==> config.mk <==
export PLATFORM = sky130hd
export DESIGN_NAME = coin_ledger
export DESIGN_NICKNAME = d
export VERILOG_FILES = /design/src/rtl/vend_pkg.sv /design/src/rtl/edge_pulse.sv /design/src/rtl/coin_ledger.sv
export SDC_FILE = /design/constraint.sdc
export NUM_CORES = 1
export LEC_CHECK = 0
export CAP_MARGIN = 0
export CORE_MARGIN = 2
export CORE_UTILIZATION = 60
export DETAILED_ROUTE_END_ITERATION = 6
export PLACE_DENSITY = 0.84
export SETUP_SLACK_MARGIN = 0.5
export SYNTH_ARGS = -nofsm -noshare
export SYNTH_HDL_FRONTEND = slang
export SYNTH_HIERARCHICAL = 1
export SYNTH_SLANG_ARGS = --single-unit
==> constraint.sdc <==
create_clock -name clk -period 8.9 [get_ports clk]
set_input_delay 0.89 -clock clk [delete_from_list [all_inputs] [get_ports clk]]
set_output_delay 0.89 -clock clk [all_outputs]
set_load 0.02 [all_outputs]
==> src/rtl/vend_pkg.sv <==
// Shared types and constants for the vending front end.
package vend_pkg;

  typedef enum logic [1:0] {IDLE, CREDIT, BOUGHT, SETTLE} state_e;

  // Coin weights in half-yuan units.
  localparam int W_HALF = 1;
  localparam int W_ONE  = 2;
  localparam int W_TEN  = 20;

  // Default product prices in half-yuan units.
  localparam int PRICE_ONE_DEF = 5;
  localparam int PRICE_TWO_DEF = 10;

  // Level-input lane map for the edge detector array.
  localparam int NUM_IN    = 7;
  localparam int EV_HALF   = 0;
  localparam int EV_ONE    = 1;
  localparam int EV_TEN    = 2;
  localparam int EV_SEL1   = 3;
  localparam int EV_SEL2   = 4;
  localparam int EV_CANCEL = 5;
  localparam int EV_CHANGE = 6;

endpackage

==> src/rtl/edge_pulse.sv <==
// Rising-edge detector for one level input. With COIN_SYNC_EN defined the
// input first passes a 2-flop synchronizer (adds 2 cycles of latency).
module edge_pulse (
  input  logic clk,
  input  logic reset,
  input  logic lvl_i,
  output logic pulse_o
);

  logic lvl_s;

`ifdef COIN_SYNC_EN
  logic [1:0] sync_q;

  // Two-flop synchronizer for asynchronous sensor levels.
  always_ff @(posedge clk or posedge reset) begin
    if (reset) sync_q <= '0;
    else       sync_q <= {sync_q[0], lvl_i};
  end

  assign lvl_s = sync_q[1];
`else
  assign lvl_s = lvl_i;
`endif

  logic cur_q, prev_q;

  // Sample the level and keep one edge of history; history updates every
  // cycle so a level held through SETTLE never re-fires.
  always_ff @(posedge clk or posedge reset) begin
    if (reset) begin
      cur_q  <= 1'b0;
      prev_q <= 1'b0;
    end else begin
      cur_q  <= lvl_s;
      prev_q <= cur_q;
    end
  end

  assign pulse_o = cur_q & ~prev_q;

endmodule

==> src/rtl/coin_ledger.sv <==
// Credit keeper: edge-detects coin/button levels, tracks credit in half-yuan
// units and flags purchases, cancels and denials for the vending FSM.
// Optional macro COIN_SYNC_EN adds input synchronizers (see edge_pulse).
module coin_ledger
  import vend_pkg::*;
#(
  parameter int VAL_W      = 10,
  parameter int PRICE_ONE  = PRICE_ONE_DEF,
  parameter int PRICE_TWO  = PRICE_TWO_DEF,
  parameter int CREDIT_MAX = 1000
) (
  input  logic             clk,
  input  logic             reset,
  input  logic             coin_half,
  input  logic             coin_one,
  input  logic             coin_ten,
  input  logic             sel_one,
  input  logic             sel_two,
  input  logic             cancel_btn,
  input  logic             change_done,
  output logic [VAL_W-1:0] coin_val,
  output logic             buy_flag,
  output logic             cancel_flag,
  output logic             vend_one,
  output logic             vend_two,
  output logic             deny
);

  localparam logic [VAL_W:0] WH   = (VAL_W+1)'(W_HALF);
  localparam logic [VAL_W:0] WO   = (VAL_W+1)'(W_ONE);
  localparam logic [VAL_W:0] WT   = (VAL_W+1)'(W_TEN);
  localparam logic [VAL_W:0] P1   = (VAL_W+1)'(PRICE_ONE);
  localparam logic [VAL_W:0] P2   = (VAL_W+1)'(PRICE_TWO);
  localparam logic [VAL_W:0] MAXV = (VAL_W+1)'(CREDIT_MAX);

  logic [NUM_IN-1:0] lvl, ev;

  assign lvl = {change_done, cancel_btn, sel_two, sel_one, coin_ten, coin_one, coin_half};

  for (genvar i = 0; i < NUM_IN; i++) begin : g_ep
    edge_pulse u_ep (.clk(clk), .reset(reset), .lvl_i(lvl[i]), .pulse_o(ev[i]));
  end

  state_e           state_q, state_d;
  logic [VAL_W-1:0] credit_q, credit_d;
  logic             buy_q, buy_d;
  logic             cancel_q, cancel_d, v1_q, v1_d, v2_q, v2_d, deny_q, deny_d;

  logic [VAL_W:0] sum, tot, c, price, rem;
  logic           sel_any;

  // Next-state: cancel > change_done > coins > select; SETTLE ignores events.
  always_comb begin
    state_d  = state_q;
    credit_d = credit_q;
    buy_d    = buy_q;
    cancel_d = 1'b0;
    v1_d     = 1'b0;
    v2_d     = 1'b0;
    deny_d   = 1'b0;
    sum      = (ev[EV_HALF] ? WH : '0) + (ev[EV_ONE] ? WO : '0) + (ev[EV_TEN] ? WT : '0);
    tot      = {1'b0, credit_q} + sum;
    c        = tot;
    sel_any  = ev[EV_SEL1] | ev[EV_SEL2];
    price    = ev[EV_SEL1] ? P1 : P2;   // sel_one wins a simultaneous press
    rem      = c - price;
    if (state_q == SETTLE) begin
      state_d  = IDLE;
      credit_d = '0;
      buy_d    = 1'b0;
    end else if (ev[EV_CANCEL] && state_q != IDLE) begin
      cancel_d = 1'b1;
      state_d  = SETTLE;
      credit_d = '0;
      buy_d    = 1'b0;
    end else if (ev[EV_CHANGE] && state_q == BOUGHT) begin
      state_d  = SETTLE;
      credit_d = '0;
      buy_d    = 1'b0;
    end else begin
      // Whole-cycle coin refusal when the ceiling would be exceeded.
      if (tot > MAXV) begin
        c      = {1'b0, credit_q};
        deny_d = 1'b1;
      end
      rem      = c - price;
      credit_d = c[VAL_W-1:0];
      if (sel_any) begin
        if (c >= price) begin
          credit_d = rem[VAL_W-1:0];
          v1_d     = ev[EV_SEL1];
          v2_d     = ~ev[EV_SEL1];
          buy_d    = 1'b1;
          state_d  = BOUGHT;
        end else begin
          deny_d = 1'b1;
        end
      end
      if (state_d == IDLE && c != '0) state_d = CREDIT;
    end
  end

  // State, credit and registered output pulses.
  always_ff @(posedge clk or posedge reset) begin
    if (reset) begin
      state_q  <= IDLE;
      credit_q <= '0;
      buy_q    <= 1'b0;
      cancel_q <= 1'b0;
      v1_q     <= 1'b0;
      v2_q     <= 1'b0;
      deny_q   <= 1'b0;
    end else begin
      state_q  <= state_d;
      credit_q <= credit_d;
      buy_q    <= buy_d;
      cancel_q <= cancel_d;
      v1_q     <= v1_d;
      v2_q     <= v2_d;
      deny_q   <= deny_d;
    end
  end

  assign coin_val    = credit_q;
  assign buy_flag    = buy_q;
  assign cancel_flag = cancel_q;
  assign vend_one    = v1_q;
  assign vend_two    = v2_q;
  assign deny        = deny_q;

endmodule

; ---- After elaboration in Yosys (flattened, before gate mapping)
; Index checks and enable logic that the tools add are counted.
[classes]
magnitude_cmp = 2
bitwise = 16
eq_ne = 2
mux = 45
reduce_logical = 9
add_sub_neg = 4
[op_table]
columns = cell, n
row1 = $mux W10, 5
row2 = $mux W11, 4
row3 = $mux W1, 24
row4 = $mux W2, 10
row5 = $add A10 B6 Y11, 1
row6 = $ge A11 B4 Y1, 1
row7 = $gt A11 B10 Y1 const B, 1
row8 = $reduce_bool A11 Y1, 1
row9 = $sub A10 B4 Y10, 1
row10 = $not A1 Y1, 8
row11 = $reduce_bool A4 Y1, 2
row12 = $and A1 B1 Y1, 7
row13 = $add A3 B5 Y6, 1
row14 = $mux W5, 1
row15 = $eq A2 B2 Y1 const B, 2
row16 = $mux W4, 1
row17 = $add A1 B2 Y3, 1
row18 = $logic_and A1 B1 Y1, 3
row19 = $logic_not A2 Y1, 1
row20 = $reduce_and A2 Y1, 1
row21 = $reduce_bool A2 Y1, 1
row22 = $or A1 B1 Y1, 1
[word_totals]
in_bits = 9
regBits = 31
elab_cells = 99
output_inout_bits = 15

; ---- Logic depth before layout (Yosys ltp)
; Gate-level depths: netlist of the first run.
[logic_depth]
word_depth = 23
mapped_depth = 21
ltp_nobuf = 20

; ---- Modules after synthesis
; The synthesis of the first run kept the hierarchy.
[by_module_without_submodules]
columns = module, area_each_um2, seq_area_each_um2, instances, cells_per_inst
row1 = coin_ledger, 1734.2, 425.4, 1, 200
row2 = edge_pulse, 67.6, 50.0, 7, 4

; ---- Worst setup path before layout of the first run
; No wires, ideal clock.
[synth_path]
path_type = register to register
from = register credit_q[0], in the netlist coin_val[0]
to = register credit_q[7], in the netlist coin_val[7]
path_stages_with_launch = 21
slack_ps = 4481
arrival_ps = 4340
synth_period_minus_slack_ps = 4419
setup_time_ps = 79
path_buffers = 1
path_cell_list = dfrtp_1 -> ha_1 -> inv_1 -> fa_1 -> nand2b_2 -> a31oi_1 -> o311ai_2 -> o31ai_1 -> a21oi_2 -> or3_1 -> xor2_1 -> inv_1 -> ha_1 -> a21oi_1 -> o21ai_0 -> nor3_1 -> nand4_4 -> and2_4 -> buf_12 -> nand4b_4 -> mux2i_1
[synth_between]
elab_chain_cells = 12
elab_cells_between_ends = 13
cone_classes = add/sub: 2 / order compare: 2 / mux: 9
[synth_lines]
columns = element, line
row1 = from (decl), coin_ledger.sv:45  ; logic [VAL_W-1:0] credit_q, credit_d;
row2 = from (signal assigned), coin_ledger.sv:115  ; credit_q <= credit_d;
row3 = $add A10 B6 Y11, coin_ledger.sv:62  ; tot = {1'b0, credit_q} + sum;
row4 = $gt A11 B10 Y1, coin_ledger.sv:82  ; if (tot > MAXV) begin
row5 = $mux W11 (*), coin_ledger.sv:82
row6 = $mux W11 (*), coin_ledger.sv:76  ; end else if (ev[EV_CHANGE] && state_q == BOUGHT) begin
row7 = $mux W11 (*), coin_ledger.sv:71  ; end else if (ev[EV_CANCEL] && state_q != IDLE) begin
row8 = $mux W11 (*), coin_ledger.sv:67  ; if (state_q == SETTLE) begin
row9 = $sub A10 B4 Y10 / $ge A11 B4 Y1 (equally long branches), "coin_ledger.sv:86, coin_ledger.sv:89"
row10 = $mux W10, coin_ledger.sv:89  ; if (c >= price) begin
row11 = $mux W10 (*), coin_ledger.sv:88  ; if (sel_any) begin
row12 = $mux W10 (*), coin_ledger.sv:76
row13 = $mux W10 (*), coin_ledger.sv:71
row14 = $mux W10 (*), coin_ledger.sv:67
row15 = net credit_d[7], coin_ledger.sv:45
; The timed path passes the listed nets; every way through them passes the cells marked *. The select of a mux whose other input is x is not followed.
; A chain may end at the register's enable or synchronous reset.

; ---- Worst setup path in the final report of the first run
[layout_path]
from = register g_ep[0].u_ep.prev_q
to = register credit_q[7], in the netlist coin_val[7]
[layout_between]
elab_chain_cells = 17
elab_cells_between_ends = 18
cone_classes = add/sub: 4 / order compare: 2 / mux: 10 / bitwise: 2
[layout_lines]
columns = element, line
row1 = from (decl), edge_pulse.sv:26  ; logic cur_q, prev_q;
row2 = from (signal assigned), edge_pulse.sv:36  ; prev_q <= cur_q;
row3 = $not A1 Y1 (*), edge_pulse.sv:40  ; assign pulse_o = cur_q & ~prev_q;
row4 = $and A1 B1 Y1 (*), edge_pulse.sv:40
row5 = net ev[0], coin_ledger.sv:36  ; logic [NUM_IN-1:0] lvl, ev;
row6 = $mux W1 (*), coin_ledger.sv:61  ; sum = (ev[EV_HALF] ? WH : '0) + (ev[EV_ONE] ? WO : '0) + (ev[EV_TEN] ? WT : '0);
row7 = $add A1 B2 Y3 (*), coin_ledger.sv:61
row8 = $add A3 B5 Y6 (*), coin_ledger.sv:61
row9 = $add A10 B6 Y11 (*), coin_ledger.sv:62
row10 = $gt A11 B10 Y1, coin_ledger.sv:82
row11 = [3 not listed], n/a
row12 = $mux W11 (*), coin_ledger.sv:67
row13 = $sub A10 B4 Y10 / $ge A11 B4 Y1 (equally long branches), "coin_ledger.sv:86, coin_ledger.sv:89"
row14 = $mux W10, coin_ledger.sv:89
row15 = $mux W10 (*), coin_ledger.sv:88
row16 = $mux W10 (*), coin_ledger.sv:76
row17 = $mux W10 (*), coin_ledger.sv:71
row18 = $mux W10 (*), coin_ledger.sv:67
row19 = net credit_d[7], coin_ledger.sv:45
; Marks and branches as above.

==> results of run 1 <==
-- flip-flops by register name, summed over array words and instances, names as in the netlist --
name and count:
g_ep.u_ep/cur_q 7, cancel_flag 1, state_q 2, deny 1, coin_val 10, vend_one 1, vend_two 1, g_ep.u_ep/prev_q 7
buy_flag 1
-- worst paths after layout --
kind	startpoint	to	slack (ns)	cells after the start
worst max-delay path	g_ep[0].u_ep/prev_q	coin_val[7]	4.08	20
worst min-delay path	g_ep[2].u_ep/cur_q	g_ep[2].u_ep/prev_q	0.38	0
worst max register to register	g_ep[0].u_ep/prev_q	coin_val[7]	4.08	20
worst min register to register	g_ep[2].u_ep/cur_q	g_ep[2].u_ep/prev_q	0.38	0
max in group asynchronous	reset	state_q[1]	7.21	2
min in group asynchronous	reset	g_ep[0].u_ep/prev_q	1.01	2
-- metal layers --
| layer | share of wire [%] | routed length [um] | up-vias |
|---|---|---|---|
| met3 | 3.2 | 148 | 10 |
| met1 | 44 | 2080 | 873 |
| met4 | 2.2 | 104 | 0 |
| met2 | 50 | 2360 | 34 |
| met5 | 0 | 0 | - |
| li1 | - | - | 848 |
-- worst reg2reg max path, delay by kind of cell, from the launching register on --
family          cells  cell delay (ns)
buf+inv             2             0.15
xor+xnor            1             0.29
simple gates        7             1.63
compound gates      6             1.10
flops               1             0.40
mux                 1             0.20
fa+ha+maj           3             0.96
-- synth_stat cells (3+ instances only) --
| cell type | count |
|---|---|
| sky130_fd_sc_hd__nand3b_1 | 3 |
| sky130_fd_sc_hd__a211oi_2 | 4 |
| sky130_fd_sc_hd__nor3_1 | 4 |
| sky130_fd_sc_hd__nand2_1 | 20 |
| sky130_fd_sc_hd__and3_1 | 4 |
| sky130_fd_sc_hd__inv_1 | 19 |
| sky130_fd_sc_hd__a21oi_1 | 13 |
| sky130_fd_sc_hd__o21ai_0 | 6 |
| sky130_fd_sc_hd__nand2b_1 | 3 |
| sky130_fd_sc_hd__a21o_1 | 6 |
| sky130_fd_sc_hd__dfrtp_1 | 31 |
| sky130_fd_sc_hd__nor2b_1 | 5 |
| sky130_fd_sc_hd__nand3_1 | 8 |
| sky130_fd_sc_hd__a211oi_1 | 3 |
| sky130_fd_sc_hd__nor2b_4 | 7 |
| sky130_fd_sc_hd__nor2_1 | 20 |
| sky130_fd_sc_hd__ha_1 | 8 |
| sky130_fd_sc_hd__and2_1 | 4 |
| sky130_fd_sc_hd__mux2i_1 | 5 |
| sky130_fd_sc_hd__xnor2_1 | 7 |
-- area by class of cell --
type,instances,area (sq um)
Inverter,19,71.3
Clock inverter,2,12.5
Timing Repair Buffer,23,230
Sequential cell,31,776
Fill cell,285,1090
Clock buffer,6,72.6
Multi-Input combinational cell,171,1300
Tap cell,48,60.1
-- stage by stage --
step / util, % / setup slack (ns)
after floorplan: - / 4.48
after global placement: 67.5 / 4.27
after detailed placement: 67.5 / 4.14
after CTS: 69.9 / 4.12
after global routing: 69.9 / 3.74
final: 69.9 / 4.08
-- cells by family after synthesis --
| logic type | after synthesis | synth area share [%] |
|---|---|---|
| AOI/OAI and AO/OA | 52 | 18.5 |
| xor gates and xnor gates | 9 | 3.57 |
| adders and majority gates | 10 | 6.35 |
| buffers and inverters | 26 | 6.07 |
| DFF | 31 | 35.1 |
| muxes | 7 | 3.29 |
| and+or+nand+nor | 93 | 27.0 |
-- power breakdown --
part	internal [W]	switching [W]	leakage, nW	total (W)
logic	0.000217	0.000281	0.648	0.000498
registers	0.000177	0.0000492	0.382	0.000226
clock network	0.0000545	0.0000524	0.0412	0.000107
total	0.000449	0.000382	1.07	0.000831
==> impl_metrics.yaml, run 1 <==
timing:
  slew_worst_pin_ns: 0.646
  final.setup.tns_ns: 0
  timing.final.crit_period_ns: 4.82
  timing.final.hold_violations: 0
  timing_max_transition_violations_final: 0
  max-slew-margin-rel_pct: 56.9
  final.period_utilization_pct: 54.2
  fin_worst_skew_ns: 0.00802
  max_clock_freq_mhz: 207
  worst_hold_slack_ns: 0.384
  rsz0062_at_grt: "false"
  setup_violations: 0
clock_network:
  clk_latency_ns: 0.29
  tritoncts_clock_tree: "yes"
  number_of_clock_buffers_inserted_by_tritoncts: 5
  post-cts-setup-buffers: 0
  cts_sinks: 31
  htree_num_levels: 2
  cts-hold-fix-buffers: 0
  ctsResizeCount: 0
  ctsRootBufferMaster: "sky130_fd_sc_hd__clkbuf_8"
  clock_tree_buf_depth: 2
  clkSlewWorstSetupHoldPaths_ns: 0.07
route:
  routed-via-count: 1765
  avgViaCountPerCell: 5.88
  remaining_drc_errors: 0
  initial_drc_count: 125
  routed_wire_length_per_instance_um: 15.6
  drt_wl_total_um: 4690
  detail_route.first_pass.iterations: 4
  drt.antenna.violating_nets: 0
global_route:
  grt_util_met2_pct: 43.0
  gr_util_met3_pct: 6.08
  grt.overflow.total: 0
  pin_count_of_the_biggest_net_entering_global_routing: 18
  number_of_global_route_vias_before_repair: 1757
  grt_use_total_pct: 25.1
  grt_antenna_before_repair: 0
  grt_pass1_wl_um: 8040
  met1_track_demand_over_resource_pct: 31.3
  grt_most_used_layer: "met2"
die:
  fp.dieW_um: 64.7
  start_util_pct: 61.2
  core_region_area_sq_um: 3610
  placement_rows: 22
  fp.dieArea_sq_um: 4180
  die_height_um: 64.7
  io_pins: 24
setup_path:
  critical_path_arrival_ns: 5.02
  timing.critical_path.from_type: "register"
  path_max_fanout: 9
  critical_path.top_delay_family: "simple AND/OR/NAND/NOR gates"
  endpoint_kind: "register"
  worst_path_largest_cell_delay_ns: 0.41
  critical_path_buf_inv_count: 2
  critical-path-slowest-cell: "sky130_fd_sc_hd__fa_1"
  cp_data_required_time_ns: 9.10
  crit_chain: "nor2b_4, ha_1, inv_1, fa_1, nand2b_2, a31oi_1, o311ai_2, o31ai_1, a21oi_2, or3_1, xor2_1, inv_1, ha_1, a21oi_1, o21ai_0, nor3_1, nand4_4, and2_4, nand4b_4, mux2i_1"
  criticalPathCategory: "reg -> reg"
synthesis:
  synth.ff_latch_count: 31
  synth_top_cell_area_share_pct: 35.1
  netlist-cell-type-count: 56
  post_syn_area_sq_um: 2210
  synth_sequential_area_ratio_pct: 35.1
  cell_type_with_the_highest_aggregate_area_in_the_netlist: "sky130_fd_sc_hd__dfrtp_1"
  ys_top_cells_by_area: "sky130_fd_sc_hd__dfrtp_1 (35%), sky130_fd_sc_hd__ha_1 (4.5%), sky130_fd_sc_hd__nor2b_4 (4.4%), sky130_fd_sc_hd__nand2_1 (3.4%), sky130_fd_sc_hd__nor2_1 (3.4%)"
  synth_edf_count: 0
  mappedNetlistNets: 247
  synthesis.yosys.warnings: 6
  synthArstFlopShare_pct: 100
  synth_ff_type: "sky130_fd_sc_hd__dfrtp_1"
  avgSynthCellArea_sq_um: 9.68
  syn-instance-count: 228
finish:
  nets: 270
  drive_above_1_share_pct: 13.9
  layout-area-overhead-vs-synth_pct: 14.2
  layout_common_cells: "sky130_fd_sc_hd__dfrtp_1 (31), sky130_fd_sc_hd__clkdlybuf4s50_1 (23), sky130_fd_sc_hd__nor2_1 (20), sky130_fd_sc_hd__nand2_1 (20), sky130_fd_sc_hd__inv_1 (19)"
  fin_area_sq_um: 2520
  num_antenna_cells: 0
  finish.cell_count_without_fillers: 300
  final_common_cell: "sky130_fd_sc_hd__dfrtp_1"
placed_design:
  placed_cell_area_sq_um: 2430
  dp_hpwl_um: 3600
  place.gp.congestion: 0.894
  placed_cells_incl_taps: 292
  port_buffers: 23
pwr:
  power.total_w: 0.000831
  power.density_nw_per_um2: 330
  power.static_leakage_nw: 1.07
  irDropWorstVdd_mv: 0.210
job:
  max_cap_violations: 0
outcome:
  status: "finished, final reports clean"
min_path:
  worst_hold_path_type: "reg -> reg"
Note: power is estimated with default switching activity, not from simulation.
==> inputs of run 2 (changes only) <==
Settings changed: CORE_UTILIZATION 60 to 51, PLACE_DENSITY 0.84 to 0.76.
Clock period 8.9 ns to 4 ns, I/O delays scaled along.
==> run 2 against run 1 <==
Utilization grew 7.0 points. Sequential cell count is the same. Clock power grew to 3.0 times the previous value. Wire length grew 32%. Critical endpoint is now coin_val[4]. First-iteration DRC count grew 22%. The run now ends with negative setup slack left. Critical path depth shrank 1. Cell count grew 14%. Fmax grew 14%. Design area grew 25%.
==> impl_metrics.yaml, run 2 (synthesized netlist as in run 1, its figures left out) <==
outcome:
  status: "finished, violations left"
  failing_checks: "negative setup slack"
route:
  avgViaCountPerCell: 5.86
  drt.antenna.violating_nets: 0
  routed-via-count: 2009
  initial_drc_count: 152
  remaining_drc_errors: 0
  detail_route.first_pass.iterations: 4
  routed_wire_length_per_instance_um: 18.1
  drt_wl_total_um: 6210
setup_path:
  reg2regPathDepth: 19
  worst-r2r-setup-slack_ns: -0.22
  timing.critical_path.from_type: "register"
  critical_path_arrival_ns: 4.42
  cp_data_required_time_ns: 4.19
  reg2reg_from: "g_ep[0].u_ep/prev_q"
  criticalPathCategory: "reg -> reg"
  crit_end: "coin_val[4]"
  endpoint_kind: "register"
  r2r_end: "coin_val[4]"
  critPathLaunch: "g_ep[0].u_ep/prev_q"
  path_max_fanout: 6
timing:
  timing_max_transition_violations_final: 0
  final.period_utilization_pct: 106
  rsz0062_at_grt: "true"
  timing.final.crit_period_ns: 4.22
  setup_violations: 15
  max-slew-margin-rel_pct: 53.4
  post-route-worst-setup-slack_ns: -0.222
  slew_worst_pin_ns: 0.691
  worst_hold_slack_ns: 0.385
  max_clock_freq_mhz: 237
  fin_worst_skew_ns: 0.00724
  timing.final.hold_violations: 0
clock_network:
  htree_num_levels: 2
  number_of_clock_buffers_inserted_by_tritoncts: 5
  tritoncts_clock_tree: "yes"
  clkSlewWorstSetupHoldPaths_ns: 0.08
  clock_tree_buf_depth: 2
  ctsRootBufferMaster: "sky130_fd_sc_hd__clkbuf_8"
  cts_sinks: 31
  cts-hold-fix-buffers: 0
  clk_latency_ns: 0.30
pwr:
  power.static_leakage_nw: 1.35
  power.total_w: 0.00255
  power.density_nw_per_um2: 810
  irDropWorstVdd_mv: 0.415
global_route:
  grt_antenna_before_repair: 0
  pin_count_of_the_biggest_net_entering_global_routing: 18
  grt.overflow.total: 0
  grt_pass1_wl_um: 9740
  grt_use_total_pct: 25.4
  number_of_global_route_vias_before_repair: 2053
finish:
  layout_common_cells: "sky130_fd_sc_hd__buf_4 (37), sky130_fd_sc_hd__dfrtp_1 (30), sky130_fd_sc_hd__clkdlybuf4s50_1 (23)"
  layout-area-overhead-vs-synth_pct: 42.3
  largest_register_ff_count: 10
  drive_above_1_share_pct: 38.2
  nets: 311
  num_antenna_cells: 0
  final_common_cell: "sky130_fd_sc_hd__buf_4"
die:
  die_height_um: 69.8
  io_pins: 24
  fp.dieW_um: 69.8
  placement_rows: 23
  fp.dieArea_sq_um: 4870
  start_util_pct: 54.0
  core_region_area_sq_um: 4090
min_path:
  worst_hold_path_type: "reg -> reg"
placed_design:
  place.gp.congestion: 0.898
  dp_hpwl_um: 3980
  port_buffers: 23
job:
  max_cap_violations: 0
[run 2: cell types whose count changed in the layout (fill, tap and decap cells not counted), moves of 4 or more]
cell                      change
sky130_fd_sc_hd__nand2_1      -5
sky130_fd_sc_hd__a21oi_1      -4
sky130_fd_sc_hd__buf_4       +37
sky130_fd_sc_hd__ha_1         -4
[run 2: how the worst min path moves through the flow]
stage                     cells after the start                from  slack [ns]                   to
after detailed placement                      0  g_ep[5].u_ep/cur_q        0.36  g_ep[5].u_ep/prev_q
after CTS                                     0  g_ep[1].u_ep/cur_q        0.38  g_ep[1].u_ep/prev_q
after global placement                        0  g_ep[1].u_ep/cur_q        0.36  g_ep[1].u_ep/prev_q
after global routing                          0  g_ep[6].u_ep/cur_q        0.40  g_ep[6].u_ep/prev_q
final                                         0  g_ep[5].u_ep/cur_q        0.39  g_ep[5].u_ep/prev_q
after floorplan                               1               reset        0.14   g_ep[0].u_ep/cur_q
[run 2: repair_timing]
item	4_1_cts	5_1_grt
setup buffers	9	4
setup endpoints to repair	16	16
gates resized for setup	23	18
pin swaps	11	13
cloned	1	0
[run 2: area by class of cell]
type | instances | area, sq um
repair buffers | 63 | 542
clock inverters | 3 | 43.8
flip-flops and latches | 31 | 777
inverters | 19 | 71.3
clock buffers | 5 | 68.8
fillers | 272 | 945
multi-input cells | 172 | 1580
well taps | 50 | 62.6
[run 2: worst max-delay path, cell delays in order, from the launching register on]
cell                       delay [ns]
sky130_fd_sc_hd__dfrtp_1         0.39
sky130_fd_sc_hd__nor2b_4         0.12
sky130_fd_sc_hd__ha_4            0.14
sky130_fd_sc_hd__inv_2           0.04
sky130_fd_sc_hd__fa_2            0.42
sky130_fd_sc_hd__xnor2_4         0.23
sky130_fd_sc_hd__nor3b_4         0.07
sky130_fd_sc_hd__o311ai_2        0.33
sky130_fd_sc_hd__o31ai_2         0.13
sky130_fd_sc_hd__a21oi_2         0.23
sky130_fd_sc_hd__buf_4           0.16
sky130_fd_sc_hd__mux2_4          0.33
sky130_fd_sc_hd__ha_4            0.29
sky130_fd_sc_hd__nand2_4         0.06
sky130_fd_sc_hd__or4b_4          0.54
sky130_fd_sc_hd__nand4_4         0.13
sky130_fd_sc_hd__buf_6           0.13
sky130_fd_sc_hd__nand2_4         0.06
sky130_fd_sc_hd__xnor2_2         0.15
sky130_fd_sc_hd__and2_4          0.17
[run 2: layer usage]
layer | wire length, um | track usage [%]
met5 | 0 | 0
met1 | 2450 | 30.4
met4 | 269 | 12.6
met3 | 321 | 4.80
met2 | 3170 | 43.4
[run 2: through the flow]
| step | cell area, sq um | setup WS [ns] | utilization, % | setup TNS, ns | cells |
|---|---|---|---|---|---|
| 2_1_floorplan | 2290 | -0.00789 | - | -0.00789 | 228 |
| 3_3_place_gp | 2720 | -0.164 | 66.5 | -0.871 | 321 |
| 3_5_place_dp | 2720 | -0.261 | 66.5 | -1.39 | 321 |
| 4_1_cts | 2990 | -0.153 | 73.2 | -1.28 | 339 |
| 5_1_grt | 3140 | -0.373 | 76.9 | -4.48 | 343 |
| 6_report | 3140 | -0.222 | 76.9 | -2.01 | 343 |
[run 2: power by group]
group          switching [W]  total, W  internal, W
registers           0.000119  0.000514     0.000394
clock network       0.000135  0.000321     0.000185
logic               0.000870   0.00171     0.000840
total                0.00113   0.00255      0.00142
==> inputs of run 3 (changes only) <==
Settings changed: CTS_CLUSTER_SIZE set to 28.
==> results of run 3 <==
No change in the layout: final DEF, timing and power equal those of run 2.
